File: src/rtl/avalon_rom_slave.sv
// Avalon-MM read-only slave: single outstanding read, fixed LATENCY, one readdatavalid pulse.
// Optional macro AVS_RESP_EN adds avs_response and a DEADBEEF pattern for out-of-range reads.
module avalon_rom_slave #(
  parameter int DEPTH     = 9,
  parameter int LATENCY   = 4,
  parameter     INIT_FILE = ""
) (
  input  logic        clk,
  input  logic        rst_n,
  input  logic [31:0] avs_address,
  input  logic        avs_read,
  output logic [63:0] avs_readdata,
  output logic        avs_readdatavalid,
  output logic        avs_waitrequest,
`ifdef AVS_RESP_EN
  output logic [1:0]  avs_response,
`endif
  output logic [1:0]  dbg_state
);

  localparam int AW = (DEPTH > 1) ? $clog2(DEPTH) : 1;
  // Counter only ever holds LATENCY-2 down to 0.
  localparam int CW = (LATENCY > 2) ? $clog2(LATENCY - 1) : 1;

`ifdef AVS_RESP_EN
  localparam logic [63:0] OOR_DATA = 64'hDEAD_BEEF_DEAD_BEEF;
`else
  localparam logic [63:0] OOR_DATA = 64'h0;
`endif

  typedef enum logic [1:0] {
    S_IDLE = 2'd0,
    S_BUSY = 2'd1,
    S_RESP = 2'd2
  } state_e;

  state_e          state_q, state_d;
  logic [CW-1:0]   cnt_q, cnt_d;
  logic [AW-1:0]   addr_q, addr_d;
  logic            oor_q, oor_d;
  logic [63:0]     rom_word;

  always_comb begin
    // NOTE: every next-state signal gets a default first so no path leaves it unassigned (no latch).
    state_d = state_q;
    cnt_d   = cnt_q;
    addr_d  = addr_q;
    oor_d   = oor_q;
    unique case (state_q)
      S_IDLE: begin
        if (avs_read) begin
          addr_d = avs_address[AW-1:0];
          oor_d  = (avs_address >= 32'(DEPTH));
          if (LATENCY == 1) begin
            state_d = S_RESP;
          end else begin
            state_d = S_BUSY;
            cnt_d   = CW'(LATENCY - 2);
          end
        end
      end
      S_BUSY: begin
        if (cnt_q == '0) state_d = S_RESP;
        else             cnt_d   = cnt_q - CW'(1);
      end
      S_RESP:  state_d = S_IDLE;
      default: state_d = S_IDLE;
    endcase
  end

  // NOTE: sequential state uses non-blocking assignments so all registers update together.
  always_ff @(posedge clk or negedge rst_n) begin
    if (!rst_n) begin
      state_q <= S_IDLE;
      cnt_q   <= '0;
      addr_q  <= '0;
      oor_q   <= 1'b0;
    end else begin
      state_q <= state_d;
      cnt_q   <= cnt_d;
      addr_q  <= addr_d;
      oor_q   <= oor_d;
    end
  end

  // Byte j of word i is (8*i + j) mod 256.
  always_comb begin
    rom_word = '0;
    for (int j = 0; j < 8; j++) begin
      rom_word[8*j +: 8] = 8'({addr_q, 3'b000}) + 8'(j);
    end
  end

  // All outputs decode registered state only; avs_read never reaches an output combinationally.
  assign avs_waitrequest   = (state_q != S_IDLE);
  assign avs_readdatavalid = (state_q == S_RESP);
  assign avs_readdata      = !avs_readdatavalid ? 64'h0 : (oor_q ? OOR_DATA : rom_word);
  assign dbg_state         = state_q;
`ifdef AVS_RESP_EN
  assign avs_response      = (avs_readdatavalid && oor_q) ? 2'b10 : 2'b00;
`endif

endmodule
File: config.mk
export PLATFORM = sky130hd
export DESIGN_NAME = avalon_rom_slave
export DESIGN_NICKNAME = d
export VERILOG_FILES = /design/src/rtl/avalon_rom_slave.sv
export SDC_FILE = /design/constraint.sdc
export NUM_CORES = 1
export LEC_CHECK = 0
export BUFFER_PORTS_ARGS = -buffer_cell sky130_fd_sc_hd__buf_2
export CELL_PAD_IN_SITES_DETAIL_PLACEMENT = 1
export CELL_PAD_IN_SITES_GLOBAL_PLACEMENT = 1
export CORE_UTILIZATION = 22
export DETAILED_ROUTE_END_ITERATION = 10
export PLACE_DENSITY_LB_ADDON = 0.12
export SETUP_SLACK_MARGIN = 0.3
export SYNTH_ARGS = -nofsm -noshare
export SYNTH_HDL_FRONTEND = slang
export SYNTH_SLANG_ARGS = --single-unit
File: constraint.sdc
create_clock -name clk -period 1.9 [get_ports clk]
set_clock_uncertainty 0.1 [all_clocks]
set_input_delay 0.38 -clock clk [delete_from_list [all_inputs] [get_ports clk]]
set_output_delay 0.38 -clock clk [all_outputs]
set_load 0.02 [all_outputs]
# Word level (Yosys, flattened, before mapping)
# Cells that the tools add are included.
[op_classes]
order_cmp = 1
n_reduce_logical = 7
addsub = 8
eq_ne = 5
n_mux = 8
[op_table]
columns = ["op", "count"]
rows = [
  ["two-way mux 64 bit", 2],
  ["adder 7 x 3 -> 8 bit, second input constant", 4],
  [">= comparator 32 x 4 -> 1 bit, second input constant", 1],
  ["adder 7 x 2 -> 8 bit, second input constant", 2],
  ["adder 7 x 1 -> 8 bit, second input constant", 1],
  ["two-way mux 2 bit", 4],
  ["one-hot mux 2 bit (2 select lines)", 2],
  ["!= test 2 bit, second input constant", 3],
  ["logical NOT 2 bit", 2],
  ["AND reduction 2 bit", 2],
  ["nonzero test 2 bit", 2],
  ["AND reduction 3 bit", 1],
  ["== test 2 x 1 -> 1 bit, second input constant", 1],
  ["== test 2 bit, second input constant", 1],
  ["subtractor 2 x 1 -> 2 bit, second input constant", 1],
]
[totals]
output_inout_bits = 68
regBits = 9
input_bits = 35
wordCells = 33

# Depth between registers and ports, before layout
[depth]
depth_word = 3
depth_mapped = 6

# Worst setup path after synthesis
# Ideal clock, no wire load.
[synth_path]
kind = "register -> output"
startpoint = "reg state_q[1] (netlist: dbg_state[1])"
endpoint = "out avs_readdata[11]"
slack_ps = -450
path_buffers = 1
stages_incl_launch_ff = 5
t_arrival_ps = 1870
cell_sequence = "dfrtp_1 > and2b_2 > and2b_1 > and2_1 > buf_4"
[synth_via]
elab_chain_len = 2
[synth_lines]
columns = ["element", "line", "text"]
rows = [
  ["from (decl)", "37", "state_e state_q, state_d;"],
  ["from (signal assigned)", "79", "state_q <= state_d;"],
  ["== test 2 bit", "96", "assign avs_readdatavalid = (state_q == S_RESP);"],
  ["named net avs_readdatavalid", "13", "output logic avs_readdatavalid,"],
  ["two-way mux 64 bit", "97", "assign avs_readdata = !avs_readdatavalid ? 64'h0 : (oor_q ? OOR_DATA : rom_word);"],
  ["to (decl)", "12", "output logic [63:0] avs_readdata,"],
]
# The timed path passes the listed nets, and every way through them passes these cells.

# Worst setup path in the final report
[layout_path]
startpoint = "reg state_q[0] (netlist: dbg_state[0])"
endpoint = "out avs_readdata[44]"
[layout_via]
elab_chain_len = 2
[layout_lines]
columns = ["element", "line"]
rows = [
  ["== test 2 bit", "96"],
  ["two-way mux 64 bit", "97"],
]
# No other way between the ends.

==> reports/metrics.sh <==
SYNTH_TOP_CELLS_BY_AREA='buf_4 46%, dfrtp_1 23%, mux2_4 6.2%'
DRT_ITER0_MARKERS=10
FINAL_NET_COUNT=207
FOOTPRINT_OF_THE_MULTI_INPUT_GATES_SQ_UM=368
MIN_PATH_CELLS=2
HOLD_VIOL=0
VDD_IR_MAX_V=0.000530
CRITICAL_PATH.TOP_DELAY_FAMILY='simple AND/OR/NAND/NOR gates'
WORSTPATHMAXFANOUT=8
LAYOUT_COMMON_CELLS='38 x buf_6, 34 x buf_2, 21 x buf_4, 20 x conb_1'
CRITICAL_PATH.ENDPOINT_TYPE='output pin'
CHIPWIDTH_UM=68.4
NUMBER_OF_GLOBAL_ROUTE_VIAS_BEFORE_REPAIR=740
REPORT.FINAL.SLEW_VIOL_COUNT=0
SYN_AREA_SQ_UM=971
FLOORPLAN.ROWS=23
HALF_PERIMETER_WIRE_LENGTH_OF_THE_DETAILED_PLACEMENT_RESULT_UM=2010
PATH_CELLS='and2b_2, and2b_4, and2_4, buf_6'
WORST_SLACK_ON_HOLD_PATHS_NS=0.300
MAXCAPVIOLATIONS=0
INITIAL_CORE_UTIL=0.236
SYNTH_CELLS=112
GRT_SETUP_UNREPAIRED='yes'
DR_TOTAL_VIAS=850
SYNTH.FF_LATCH_COUNT=9
FF_LATCH_AREA_SQ_UM=228
PLACEMENT.IO_BUFFERS=82
DIODES=0
CLK_ROOT_BUFFER_CELL='clkbuf_8'
STAGES_ON_WORST_SETUP_PATH=4
DRT-WIRELENGTH-PER-CELL_UM=11.9
RUN_STATUS='completed'
TRITONCTS='done'
CTS_SINKS=9
POSTROUTEANTENNANETS=0
ANTENNA_FOUND_INITIAL=0
FIN_CRIT_NS=1.90
CORE_AREA_SQ_MM=0.00412
GROUTE.USAGE.OVERALL=0.106
FINISHED_LAYOUT_CELL_AREA_SQ_MM=0.00149
TIMING.SETUP.CRITICAL_PATH_CLASS='reg -> out'
START_KIND='flop'
FINAL.FILL_COUNT=474
NETLIST.AREA_LEADER.SHARE=0.456
PLACEMENT.CELL_AREA_SQ_MM=0.00109
WORST_MIN_DELAY_PATH_CATEGORY='in -> reg'
CLK-INSERTION-DELAY-LATE_NS=0.23
REG2REGPATHDEPTH=7
FIRST_PASS_GRT_WIRE_LENGTH_UM=3570
DIE_HEIGHT_UM=68.4
ACHIEVABLE-FREQUENCY_GHz=0.527
CRITICAL_PATH_ARRIVAL_NS=1.42
FINAL_TNS_SETUP_NS=0
POWER_uW=1300
FINAL_COMMON_CELL='buf_6'
DRC=0
CRIT_REQUIRED_NS=1.42
TIMING.CRITICAL_PATH.SLOWEST_STAGE_CELL='dfrtp_2'
YOSYSSEQAREASHARE=0.232
CTS_MAX_LEVEL=1
GP_ROUTABILITY_CONGESTION=0.621
CLKTRANSATPATHREGS_NS=0.05
FINAL_PERIOD_UTIL=0.998
GLOBAL_ROUTE.OVERFLOW_TOTAL=0
SYNTH_AREA_LEADER_CELL='buf_4'
GRT_START_MAX_NET_PINS=13
AREA_OF_THE_DIE_SQ_MM=0.00468
DETAIL_ROUTE.FIRST_PASS.ITERATIONS=3
CRITICAL_PATH.N_BUFFERS_INVERTERS=1
POWER_DENSITY_mW_PER_MM2=877
POSTSYNTHAREAPERCELL_SQ_UM=8.67
SYNTH_WARN=0
CTS_MAX_PATH_BUFFERS=2
VIA_PER_INST=3.86
CRIT_PATH_MAX_INCR_DELAY_NS=0.40
DRIVE_GT1_FRAC=0.647
FLOW.AREA_GROWTH_FROM_SYNTHESIS_PCT=53.2
ROUTE.FINAL.WIRE_LENGTH_UM=2630
FINALSETUPVIOLCOUNT=0
POWER_LEAKAGE_uW=0.000811
POST_SYNTH_NUM_CELL_TYPES=23
CTS_BUFFER_COUNT=3
IO-PIN-COUNT=103
[worst reg2reg max path, delay by kind of cell, from the launching register on]
kind / cells / cell delay [ns]
buffers and inverters: 4 / 0.47
DFF: 1 / 0.40
and+or+nand+nor: 2 / 0.40
muxes: 1 / 0.31
[state kept, by name, summed over array words and instances, names as in the netlist]
signal / flops
dbg_state: 2
cnt_q: 2
oor_q: 1
addr_q: 4
[worst paths after layout]
kind / startpoint / end / slack [ns]
max in group asynchronous: rst_n / dbg_state[0] / 1.06
max: dbg_state[0] / avs_readdata[44] / 0.004
min: avs_address[2] / addr_q[2] / 0.30
min in group asynchronous: rst_n / dbg_state[1] / 0.43
min reg2reg: addr_q[0] / addr_q[0] / 0.41
max reg2reg: dbg_state[0] / addr_q[1] / 0.10
[cell usage after synthesis]
library cell  count
and2b_2           1
ha_1              1
o21ai_0           1
a21oi_1           3
mux2_4            4
o31ai_1           1
nor4_1            7
dfrtp_1           9
a31oi_1           1
nor2_1            5
conb_1            1
nor3_1            2
or2_4             1
o22ai_1           1
nand2_1           1
mux2i_1           1
and2_1            4
buf_4            59
nor2_8            1
nand3_1           1
and2b_1           1
inv_1             5
nand4_1           1
[area by class of cell]
| class | count | share of cell area |
|---|---|---|
| Timing Repair Buffer | 94 | 0.515 |
| Multi-Input combinational cell | 58 | 0.247 |
| Sequential cell | 9 | 0.153 |
| Tap cell | 50 | 0.0421 |
| Clock buffer | 4 | 0.0303 |
| Inverter | 5 | 0.0126 |
[what timing repair did]
action                                  in CTS  in global routing
hold buffers                                 1                  0
resized for setup                           64                 23
setup buffers                                8                  3
hold endpoints to repair                     9                  0
pin swaps                                    1                  3
endpoints found under the setup margin      45                 52
[cell families (layout without fill, tap and decap cells)]
kind of cell	Yosys count	count (layout)	synth area share
AOI/OAI and AO/OA	7	7	0.0412
adders and majority gates	1	1	0.0129
buffers and inverters	64	103	0.476
DFF	9	9	0.232
muxes	5	5	0.0722
other	1	20	0.00386
and+or+nand+nor	25	25	0.162
[per-layer routing]
metal	GRT usage	routed length, um
met5	0	0
met4	0.00781	0
met3	0.0500	210
met2	0.199	1490
met1	0.112	921
[report_power, final]
part	total, uW	leakage [uW]	switching, uW	internal [uW]
Clock	230	0.0000228	83.4	147
Sequential	334	0.000101	53.2	281
Combinational	740	0.000688	334	406
[per-stage QoR]
stage	instances	utilization	setup slack (ns)
after detailed placement	204	0.264	0.166
after floorplan	131	-	-0.0107
final	220	0.362	0.00390
after CTS	217	0.338	0.0159
after global routing	220	0.362	-0.0471
after global placement	204	0.264	0.211
Note: power is estimated with default switching activity, not from simulation.
